## src/rtl/i2s_pkg.sv

```systemverilog
// Shared framing constants, FSM state type and RAM write payload for the MSB-justified I2S receiver.
package i2s_pkg;

    localparam int unsigned SLOT_BITS       = 32;
    localparam int unsigned SLOTS_PER_FRAME = 2;
    localparam int unsigned FRAME_BITS      = SLOT_BITS * SLOTS_PER_FRAME;
    localparam int unsigned RAM_ADDR_BITS   = 11;
    localparam int unsigned BIT_IDX_BITS    = $clog2(SLOT_BITS);
    localparam int unsigned SLOT_CNT_BITS   = BIT_IDX_BITS + 1;

    typedef enum logic {
        HUNT,
        RUN
    } i2s_rx_state_e;

    typedef struct packed {
        logic [RAM_ADDR_BITS-1:0] addr;
        logic                     data;
    } ram_wr_t;

endpackage

```

## src/rtl/sync_edge_detector.sv

```systemverilog
// Two-flop synchronizer for an asynchronous pin plus single-cycle rise/fall pulses.
module sync_edge_detector (
    input  logic clk,
    input  logic rst_n,
    input  logic din,
    output logic sync,
    output logic rise_c,
    output logic fall_c
);

    logic meta;
    logic sync_d;

    always_ff @(posedge clk or negedge rst_n) begin
        if (!rst_n) begin
            meta   <= 1'b0;
            sync   <= 1'b0;
            sync_d <= 1'b0;
        end else begin
            meta   <= din;
            sync   <= meta;
            sync_d <= sync;
        end
    end

    assign rise_c = sync & ~sync_d;
    assign fall_c = ~sync & sync_d;

endmodule

```

## src/rtl/i2s_msb_receiver.sv

```systemverilog
// MSB-justified I2S receiver: frames the serial stream and writes each bit into a circular
// bit-wide frame buffer, reporting the newest complete frame and lock status.
module i2s_msb_receiver
    import i2s_pkg::*;
#(
    parameter int unsigned CIRC_BUF_BITS = 3
) (
    input  logic                     clk_x4_i,
    input  logic                     rst_n_i,
    input  logic                     i2s_bclk_i,
    input  logic                     i2s_lrclk_i,
    input  logic                     i2s_data_i,
    output logic [RAM_ADDR_BITS-1:0] ram_write_addr_o,
    output logic                     ram_write_data_o,
    output logic                     ram_wr_en_o,
    output logic [CIRC_BUF_BITS-1:0] last_good_frame_idx_o,
    output logic                     frame_done_o,
    output logic                     sync_error_o,
    output logic                     locked_o,
    output logic                     resync_req_o
);

    localparam int unsigned USED_ADDR_BITS = CIRC_BUF_BITS + $clog2(FRAME_BITS);
    localparam logic [SLOT_CNT_BITS-1:0] FULL_SLOT = SLOT_CNT_BITS'(SLOT_BITS);
    localparam logic [SLOT_CNT_BITS-1:0] ONE_BIT   = SLOT_CNT_BITS'(1);

    logic bclk_s, bclk_rise_c, bclk_fall_c;
    logic lr_s, lr_pin_rise_c, lr_pin_fall_c;
    logic data_s, data_rise_c, data_fall_c;
    logic unused_edges;

    sync_edge_detector u_sync_bclk (
        .clk    (clk_x4_i),
        .rst_n  (rst_n_i),
        .din    (i2s_bclk_i),
        .sync   (bclk_s),
        .rise_c (bclk_rise_c),
        .fall_c (bclk_fall_c)
    );

    sync_edge_detector u_sync_lrclk (
        .clk    (clk_x4_i),
        .rst_n  (rst_n_i),
        .din    (i2s_lrclk_i),
        .sync   (lr_s),
        .rise_c (lr_pin_rise_c),
        .fall_c (lr_pin_fall_c)
    );

    sync_edge_detector u_sync_data (
        .clk    (clk_x4_i),
        .rst_n  (rst_n_i),
        .din    (i2s_data_i),
        .sync   (data_s),
        .rise_c (data_rise_c),
        .fall_c (data_fall_c)
    );

    // LRCLK transitions only matter as seen at BCLK sampling points, not at pin rate.
    assign unused_edges = ^{bclk_s, bclk_fall_c, lr_pin_rise_c, lr_pin_fall_c, data_rise_c, data_fall_c};

    function automatic logic [RAM_ADDR_BITS-1:0] make_addr(
        input logic [CIRC_BUF_BITS-1:0] idx,
        input logic                     lr,
        input logic [BIT_IDX_BITS-1:0]  bit_idx
    );
        logic [USED_ADDR_BITS-1:0] a;
        a = {idx, lr, bit_idx};
        return RAM_ADDR_BITS'(a);
    endfunction

    i2s_rx_state_e              state_q, state_d;
    logic [CIRC_BUF_BITS-1:0]   frame_idx_q, frame_idx_d;
    logic [CIRC_BUF_BITS-1:0]   last_good_q, last_good_d;
    logic [SLOT_CNT_BITS-1:0]   bit_cnt_q, bit_cnt_d;
    logic                       lr_prev_q, lr_prev_d;
    logic                       locked_q, locked_d;
    logic                       resync_q;
    ram_wr_t                    wr_q, wr_d;
    logic                       wr_en_q, wr_en_d;
    logic                       done_q, done_d;
    logic                       err_q, err_d;

    logic                       lr_change_c, lr_fall_c, slot_full_c;
    logic [BIT_IDX_BITS-1:0]    wr_bit_c;

    assign lr_change_c = lr_s ^ lr_prev_q;
    assign lr_fall_c   = lr_prev_q & ~lr_s;
    assign slot_full_c = (bit_cnt_q == FULL_SLOT);

    always_ff @(posedge clk_x4_i or negedge rst_n_i) begin
        if (!rst_n_i) begin
            state_q     <= HUNT;
            frame_idx_q <= '0;
            last_good_q <= '0;
            bit_cnt_q   <= '0;
            lr_prev_q   <= 1'b0;
            locked_q    <= 1'b0;
            resync_q    <= 1'b1;
            wr_q        <= '0;
            wr_en_q     <= 1'b0;
            done_q      <= 1'b0;
            err_q       <= 1'b0;
        end else begin
            state_q     <= state_d;
            frame_idx_q <= frame_idx_d;
            last_good_q <= last_good_d;
            bit_cnt_q   <= bit_cnt_d;
            lr_prev_q   <= lr_prev_d;
            locked_q    <= locked_d;
            resync_q    <= ~locked_d;
            wr_q        <= wr_d;
            wr_en_q     <= wr_en_d;
            done_q      <= done_d;
            err_q       <= err_d;
        end
    end

    // Framing: every slot must carry exactly 32 bits between LRCLK transitions.
    always_comb begin
        state_d     = state_q;
        frame_idx_d = frame_idx_q;
        last_good_d = last_good_q;
        bit_cnt_d   = bit_cnt_q;
        lr_prev_d   = lr_prev_q;
        locked_d    = locked_q;
        wr_d        = wr_q;
        wr_en_d     = 1'b0;
        done_d      = 1'b0;
        err_d       = 1'b0;
        wr_bit_c    = '0;

        if (bclk_rise_c) begin
            lr_prev_d = lr_s;
            case (state_q)
                HUNT: begin
                    if (lr_fall_c) begin
                        state_d   = RUN;
                        wr_en_d   = 1'b1;
                        bit_cnt_d = ONE_BIT;
                    end
                end
                RUN: begin
                    if (lr_change_c && slot_full_c) begin
                        wr_en_d   = 1'b1;
                        bit_cnt_d = ONE_BIT;
                        if (lr_fall_c) begin
                            last_good_d = frame_idx_q;
                            frame_idx_d = frame_idx_q + CIRC_BUF_BITS'(1);
                            done_d      = 1'b1;
                            locked_d    = 1'b1;
                        end
                    end else if (lr_change_c || slot_full_c) begin
                        err_d    = 1'b1;
                        locked_d = 1'b0;
                        state_d  = HUNT;
                        // A falling LRCLK that exposes the error is itself a valid frame start.
                        if (lr_fall_c) begin
                            state_d   = RUN;
                            wr_en_d   = 1'b1;
                            bit_cnt_d = ONE_BIT;
                        end
                    end else begin
                        wr_en_d   = 1'b1;
                        wr_bit_c  = bit_cnt_q[BIT_IDX_BITS-1:0];
                        bit_cnt_d = bit_cnt_q + ONE_BIT;
                    end
                end
                default: state_d = HUNT;
            endcase

            if (wr_en_d) begin
                wr_d.addr = make_addr(frame_idx_d, lr_s, wr_bit_c);
                wr_d.data = data_s;
            end
        end
    end

    assign ram_write_addr_o      = wr_q.addr;
    assign ram_write_data_o      = wr_q.data;
    assign ram_wr_en_o           = wr_en_q;
    assign last_good_frame_idx_o = last_good_q;
    assign frame_done_o          = done_q;
    assign sync_error_o          = err_q;
    assign locked_o              = locked_q;
    assign resync_req_o          = resync_q;

endmodule

```

## config.mk

```make
export PLATFORM = sky130hd
export DESIGN_NAME = i2s_msb_receiver
export DESIGN_NICKNAME = d
export VERILOG_FILES = /design/src/rtl/i2s_pkg.sv /design/src/rtl/sync_edge_detector.sv /design/src/rtl/i2s_msb_receiver.sv
export SDC_FILE = /design/constraint.sdc
export NUM_CORES = 1
export LEC_CHECK = 0
export ABC_AREA = 1
export CORE_MARGIN = 8
export CORE_UTILIZATION = 48
export DETAILED_ROUTE_END_ITERATION = 8
export MAX_ROUTING_LAYER = met4
export PLACE_DENSITY = 0.71
export SLEW_MARGIN = 40
export SYNTH_ARGS = -nofsm -noshare
export SYNTH_HDL_FRONTEND = slang
export SYNTH_HIERARCHICAL = 1
export SYNTH_SLANG_ARGS = --single-unit
```

## constraint.sdc

```tcl
create_clock -name clk_x4_i -period 1.7 [get_ports clk_x4_i]
set_input_delay 0.17 -clock clk_x4_i [delete_from_list [all_inputs] [get_ports clk_x4_i]]
set_output_delay 0.17 -clock clk_x4_i [all_outputs]
set_load 0.05 [all_outputs]
```

Yosys cells after proc, flatten, opt, wreduce, memory -nomap -nowiden --
Index checks and enable logic that the tools add are counted.
Storage, ports and cells: flip-flop bits (word level) 36, bits in latches 0, bits in writable memories 0, memory bits (read-only) 0, logic and storage cells 61, memories 0
Operators by class: add/sub/neg operators 2, $mul 0, divide/modulo/power cells 0, order comparisons 0, equality and inequality tests 1, shift-type cells 0, mux-type cells 28, bitwise gates (word level) 7, reduce and logical (&&, ||, !) cells 4
Operators with widths (number):
- $mux W6 | 3
- $mux W1 | 17
- $mux W5 | 3
- $pmux W6 S2 | 1
- $mux W3 | 3
- $add A6 B1 Y6 const B | 1
- $eq A6 B6 Y1 const B | 1
- $not A1 Y1 | 4
- $reduce_and A4 Y1 | 1
- $add A3 B1 Y3 const B | 1
- $and A1 B1 Y1 | 2
- $pmux W1 S2 | 1
- $reduce_and A2 Y1 | 1
- $logic_and A1 B1 Y1 | 1
- $logic_or A1 B1 Y1 | 1
- $xor A1 B1 Y1 | 1

Longest topological paths before layout --
Gate-level depths: netlist of run 1.
depth after elaboration 8, depth in mapped cells 13, depth with buffers taken out 12

Cells and area by module --
The synthesis of run 1 kept the hierarchy.
Modules (own cells, without submodules):
- i2s_msb_receiver | instances 1, cells each 176, area each 1487.7 um^2, sequential area each 726.9 um^2
- sync_edge_detector | instances 3, cells each 7, area each 90.1 um^2, sequential area each 75.1 um^2

Least setup slack after synthesis of run 1 --
Ideal clock, no wire load.
path type flip-flop to flip-flop, from register u_sync_lrclk.sync, to register wr_q, in the netlist ram_write_addr_o[1], setup time 0.118 ns, data arrival time 1.599 ns, required time 1.582 ns, slack -0.017 ns, cell stages (with the launch flop) 13, buffers on the path 1, clock period less this slack 1.717 ns, path through dfrtp_1 > inv_1 > ha_1 > inv_1 > ha_1 > inv_2 > nand2_1 > nor2_2 > nor2_4 > inv_2 > buf_6 > nand2_1 > nand2_1
On the way: longest elaborated chain between the ends 8, elaborated cells on any way between the ends 14, classes of those cells mux (8); bitwise (3); reduce/logical (3)
RTL lines:
- start, declared | RTL line sync_edge_detector.sv:6 | output logic sync,
- start signal, assigned | RTL line sync_edge_detector.sv:21 | sync <= meta;
- $not A1 Y1
- $and A1 B1 Y1 | RTL line i2s_msb_receiver.sv:88 | assign lr_fall_c = lr_prev_q & ~lr_s;
- $mux W1 | RTL line i2s_msb_receiver.sv:137, i2s_msb_receiver.sv:158
- $mux W1 | RTL line i2s_msb_receiver.sv:153 | end else if (lr_change_c || slot_full_c) begin
- $mux W1 | RTL line i2s_msb_receiver.sv:144 | if (lr_change_c && slot_full_c) begin
- $pmux W1 S2 | RTL line i2s_msb_receiver.sv:135 | case (state_q)
- $mux W1 | RTL line i2s_msb_receiver.sv:133 | if (bclk_rise_c) begin
- $reduce_and A2 Y1 (no line)
- end signal, assigned | RTL line i2s_msb_receiver.sv:112 | wr_q <= wr_d;
- end, declared | RTL line i2s_msb_receiver.sv:79 | ram_wr_t wr_q, wr_d;
Several ways; a longest one is shown, not always the timed one. The select of a mux whose other input is x is not followed. A chain may end at the register's enable or synchronous reset.

Worst setup path after layout of run 1 --
from register bit_cnt_q[2], to register bit_cnt_q[1]
On the way: longest elaborated chain between the ends 5, elaborated cells on any way between the ends 6, classes of those cells eq/ne (1); mux (3); reduce/logical (2)
RTL lines:
- start, declared | RTL line i2s_msb_receiver.sv:75 | logic [SLOT_CNT_BITS-1:0] bit_cnt_q, bit_cnt_d;
- start signal, assigned | RTL line i2s_msb_receiver.sv:108 | bit_cnt_q <= bit_cnt_d;
- $eq A6 B6 Y1 * | RTL line i2s_msb_receiver.sv:89 | assign slot_full_c = (bit_cnt_q == FULL_SLOT);
- $logic_or A1 B1 Y1 | RTL line i2s_msb_receiver.sv:153
- $mux W6 | RTL line i2s_msb_receiver.sv:153
- $mux W6 * | RTL line i2s_msb_receiver.sv:144
- $pmux W6 S2 * | RTL line i2s_msb_receiver.sv:135
Every way passes the cells marked *; elsewhere a longest branch is shown, timed or not.

==> results of run 1 <==
[routing by layer]
metal,vias to the layer above,routed length (µm),GRT usage (%)
met4,0,48,6.09
li1,652,-,-
met1,650,1560,16.6
met2,29,1830,23.8
met5,-,0,-
met3,4,200,4.26
[where the power goes]
| group | internal [mW] | switching [mW] |
|---|---|---|
| Combinational | 0.267 | 0.431 |
| Clock | 0.308 | 0.273 |
| Sequential | 0.947 | 0.0740 |
| Total | 1.52 | 0.777 |
[cell type report]
class,instances,area [µm²]
fill,288,1110
sequential,36,902
multi-input combinational,121,724
timing repair buffer,40,373
inverter,23,88.8
tap,46,57.6
clock buffer,6,41.3
clock inverter,2,35.0
[state kept, by name, summed over array words and instances (netlist names), 3 cells and up, named ones only]
register,cells
bit_cnt_q,6
frame_idx_q,3
last_good_frame_idx_o,3
ram_write_addr_o,9
[placed cells by master, fill, tap and decap left out, types with 2 or more instances in the layout]
cell / n
dlygate4sd2_1: 2
dlymetal6s2s_1: 7
ha_4: 3
nand3_1: 13
o21ai_2: 2
a21oi_2: 3
buf_6: 2
conb_1: 2
nand3_2: 3
nor2_1: 11
clkdlybuf4s50_1: 6
nor2_2: 2
buf_4: 22
dfrtp_1: 35
o21ai_1: 4
clkbuf_4: 5
inv_1: 15
nand2_2: 4
inv_2: 7
nor2_4: 2
nand2_1: 55
ha_1: 2
o21ai_0: 4
[stage by stage]
step / worst slack (ns) / TNS (ns) / cells / cell area [µm²] / total power, mW
final: 0.0500 / 0 / 274 / 2220 / 2.30
after CTS: 0.00217 / 0 / 272 / 2120 / 2.24
after global routing: -0.0544 / -0.477 / 274 / 2220 / 2.43
after global placement: -0.0473 / -0.233 / 263 / 2010 / 1.62
after floorplan: 0.0261 / 0 / 186 / 1670 / 1.41
after detailed placement: -0.116 / -1.10 / 263 / 2010 / 1.64
[path summary, 6_finish.rpt]
kind,end,slack (ns)
setup reg to reg,bit_cnt_q[1]$_DFFE_PN0P_,0.05
max in group asynchronous,u_sync_lrclk/sync$_DFF_PN0_,1.03
min in group clk_x4_i,u_sync_data/meta$_DFF_PN0_,0.27
hold reg to reg,u_sync_bclk/sync$_DFF_PN0_,0.37
hold / removal,async pin,0.16
setup / recovery,bit_cnt_q[1]$_DFFE_PN0P_,0.05
[what timing repair did]
action,CTS,global route
endpoints found under the setup margin,24,28
gates resized for setup,12,24
pin swaps,1,4
setup buffers,1,2
gates cloned,0,0
endpoints found under the hold margin,0,0
==> flow_summary.ini, run 1 <==
[cells_and_area]
diodes = 0
fin_nets = 239
layout-drive-gt1-share_pct = 28.9
area_growth_pct = 33.0
final_util_pct = 66.6

[drt]
drc = 0
firstDrtPassIters = 4
wire_per_inst_um = 13.3
drt-vias-per-instance = 4.87
vias = 1335
final_antenna_net_count = 0
wl_um = 3640
drt_iter0_drc = 34

[worst_setup_path]
worst_setup_path_start_kind = flip-flop
worst-path-stages = 8
setup.worst_path.start = bit_cnt_q[2]$_DFFE_PN0P_
worstPathCellList = nor3_2 -> nand3_2 -> inv_2 -> ha_4 -> nand2_1 -> nand2_2 -> nand3_1 -> nor2b_1
slowest_delay_ns = 0.41
critPathMaxFanout = 5
crit_required_ns = 1.92
critPathBufInv = 1
crit_type = flip-flop to flip-flop
r2r_cells = 8
worstPathArrival_ns = 1.87
critPathTopFamily = simple AND/OR/NAND/NOR gates
reg2reg_from = bit_cnt_q[2]$_DFFE_PN0P_
slowest_stage = dfrtp_1
worst_setup_path_end_kind = flip-flop

[die]
start_util_pct = 50.1
ios = 25
die_w_um = 75.0
fp.dieH_um = 75.0
dieArea_um2 = 5620
rows = 21
core_area_um2 = 3340

[clocking]
cts_tree = yes
ctsHtreeMaxLevel = 2
numCtsBuffers = 5
cts_buffer_depth = 2
clk_latency_ns = 0.33
clk_pin_slew_ns = 0.10
ctsHoldBuffers = 0
root_buffer = clkbuf_4
clock_sinks = 36

[run_status]
status = complete, no violations

[sta]
worstMarginPinSlew_ns = 0.511
fin_crit_sh_pct = 97.1
relSlewSlack_pct = 65.8
hold-worst-slack_ns = 0.158
hold_viol_final = 0
rsz0062_at_grt = true
fin_skew_ns = 0.00824
finalWorstPathRequiredPeriod_ns = 1.65
max_clock_freq_mhz = 606
drv_slew = 0
finalSetupViolCount = 0

[pwr]
ir_drop_v = 0.000583
cellPowerDensity_nw_per_um2 = 1030
power.leakage_nw = 1.26

[min_path]
hp-class = primary input to async pin

[global_route]
grt_pass1_wl_um = 6090
grt.overflow.total = 0
grt.total_usage_pct = 14.7
antenna_found_initial = 0
grt_start_max_net_pins = 21
grt_pass1_vias = 1358

[place]
gp_congestion = 0.919
port_buffers = 22
dp_hpwl_um = 2670

[synth]
yosys_warnings = 6
syn_area_per_cell_um2 = 9.03
synth.cell_area_um2 = 1670
syn_inst = 185

[job]
drv_cap = 0
No activity file was read; power rests on OpenSTA's default activity.
==> run 2: changes to the inputs <==
--- a/config.mk
+++ b/config.mk
@@ -6,12 +6,14 @@
 export NUM_CORES = 1
 export LEC_CHECK = 0
 export ABC_AREA = 1
+export CELL_PAD_IN_SITES_DETAIL_PLACEMENT = 0
+export CELL_PAD_IN_SITES_GLOBAL_PLACEMENT = 1
 export CORE_MARGIN = 8
-export CORE_UTILIZATION = 48
+export CORE_UTILIZATION = 36
 export DETAILED_ROUTE_END_ITERATION = 8
 export MAX_ROUTING_LAYER = met4
 export PLACE_DENSITY = 0.71
-export SLEW_MARGIN = 40
+export SLEW_MARGIN = 20
 export SYNTH_ARGS = -nofsm -noshare
 export SYNTH_HDL_FRONTEND = slang
 export SYNTH_HIERARCHICAL = 1
==> flow_summary.ini, run 2 (synthesis results as in run 1) <==
[global_route]
grt.total_usage_pct = 11.1
gr-usage-met3_pct = 4.69
antenna_found_initial = 0
use_met2_pct = 16.7
met1_usage_pct = 12.4
grt_busiest_layer = met2
grt_pass1_vias = 1323
grt_pass1_wl_um = 6040
grt.overflow.total = 0
grt_start_max_net_pins = 37

[clocking]
clock_sinks = 36
clk_pin_slew_ns = 0.07
numCtsBuffers = 5
ctsHtreeMaxLevel = 2
cts_tree = yes
cts_buffer_depth = 2
root_buffer = clkbuf_8
clk_latency_ns = 0.29

[drt]
drc = 0
wire_per_inst_um = 13.1
drt-vias-per-instance = 4.54
final_antenna_net_count = 0
drt_iter0_drc = 92
vias = 1277
wl_um = 3690
firstDrtPassIters = 4

[cells_and_area]
final.fill_count = 414
multiInputGateArea_um2 = 728
diodes = 0
area_growth_pct = 34.2
register_area_um2 = 902
largest_register_ffs = 9
final_util_pct = 50.8
layout-drive-gt1-share_pct = 30.6
final_cell_mix = 55 x nand2_1, 35 x dfrtp_1, 25 x buf_4
final_common_cell = nand2_1
fin_nets = 240

[sta]
finalWorstPathRequiredPeriod_ns = 1.74
fin_ws_ns = -0.0374
rsz0062_at_grt = true
finalSetupViolCount = 8
fin_skew_ns = 0.00554
fin_crit_sh_pct = 102
max_clock_freq_mhz = 576
relSlewSlack_pct = 65.6
hold_viol_final = 0
drv_slew = 0
hold-worst-slack_ns = 0.303
worstMarginPinSlew_ns = 0.515

[die]
dieArea_um2 = 7080
start_util_pct = 37.8
ios = 25
rows = 24
core_area_um2 = 4410
fp.dieH_um = 84.1
die_w_um = 84.1

[worst_setup_path]
rrSetupSlack_ns = -0.04
reg2reg_from = bit_cnt_q[2]$_DFFE_PN0P_
worst_setup_path_start_kind = flip-flop
setup.worst_path.start = bit_cnt_q[2]$_DFFE_PN0P_
slowest_stage = dfrtp_1
critPathMaxFanout = 6
crit_type = flip-flop to flip-flop
worst_setup_path_end_kind = flip-flop
slowest_delay_ns = 0.39
crit_required_ns = 1.88
rr_endpoint = ram_write_addr_o[7]$_DFFE_PN0P_
worstPathCellList = nor3_2 -> nand3_2 -> inv_2 -> ha_4 -> buf_12 -> nand3_4 -> or2_1 -> nand3_1 -> nand2_1
r2r_cells = 9
worstPathArrival_ns = 1.92

[pwr]
power.leakage_nw = 1.16
cellPowerDensity_nw_per_um2 = 1090
total_power_mw = 2.45
ir_drop_v = 0.000430

[place]
gp_congestion = 0.846
port_buffers = 22
pre_cts_ws_ns = -0.0310
dp_hpwl_um = 2560

[run_status]
violations = negative setup slack
status = finished with violations

[job]
drv_cap = 0

[min_path]
hp-class = primary input to async pin
==> run 2: stage by stage <==
stage	setup TNS [ns]	cell area, µm²	cells
floorplan	0	1670	186
global placement	-0.206	1980	268
detailed placement	-0.246	1980	268
CTS	-0.0271	2100	277
global route	-1.64	2240	281
finish	-0.165	2240	281
==> run 2: worst max-delay path by stage <==
| stage | end | slack, ns |
|---|---|---|
| final | ram_write_addr_o[7]$_DFFE_PN0P_ | -0.04 |
| after floorplan | ram_write_addr_o[1]$_DFFE_PN0P_ | 0.03 |
| after global placement | bit_cnt_q[0]$_DFFE_PN0P_ | -0.05 |
| after global routing | ram_write_addr_o[7]$_DFFE_PN0P_ | -0.12 |
| after CTS | ram_write_addr_o[7]$_DFFE_PN0P_ | -0.01 |
| after detailed placement | ram_write_addr_o[7]$_DFFE_PN0P_ | -0.03 |
==> run 2: cell type report <==
cell class                      count  share of cell area, %
Tap cell                           52                   2.90
Multi-Input combinational cell    122                   32.5
Timing Repair Buffer               39                   15.3
Sequential cell                    36                   40.2
Clock inverter                      2                   1.56
Clock buffer                        6                   3.24
Inverter                           23                   4.07
Timing Repair inverter              1                  0.223
==> run 2: layer usage <==
layer | routed length, µm | vias up
met5 | 0 | -
li1 | - | 655
met2 | 1670 | 28
met4 | 64 | 0
met1 | 1740 | 588
met3 | 208 | 6
==> run 2: worst max-delay path, delay by kind of cell (launching register included) <==
| family | cells | cell delay (ns) |
|---|---|---|
| fa+ha+maj | 1 | 0.17 |
| buf+inv | 2 | 0.20 |
| simple gates | 6 | 0.87 |
| flops | 1 | 0.39 |
==> run 2: repair_timing <==
item	4_1_cts	5_1_grt
pin swaps	0	2
gates resized for setup	2	26
hold buffers	0	0
gates cloned	0	2
buffers inserted	1	2
endpoints found under the setup margin	16	27
==> run 2: power by group <==
part | internal (mW) | switching [mW]
clock | 0.435 | 0.299
combinational | 0.268 | 0.431
sequential | 0.948 | 0.0709
total | 1.65 | 0.802
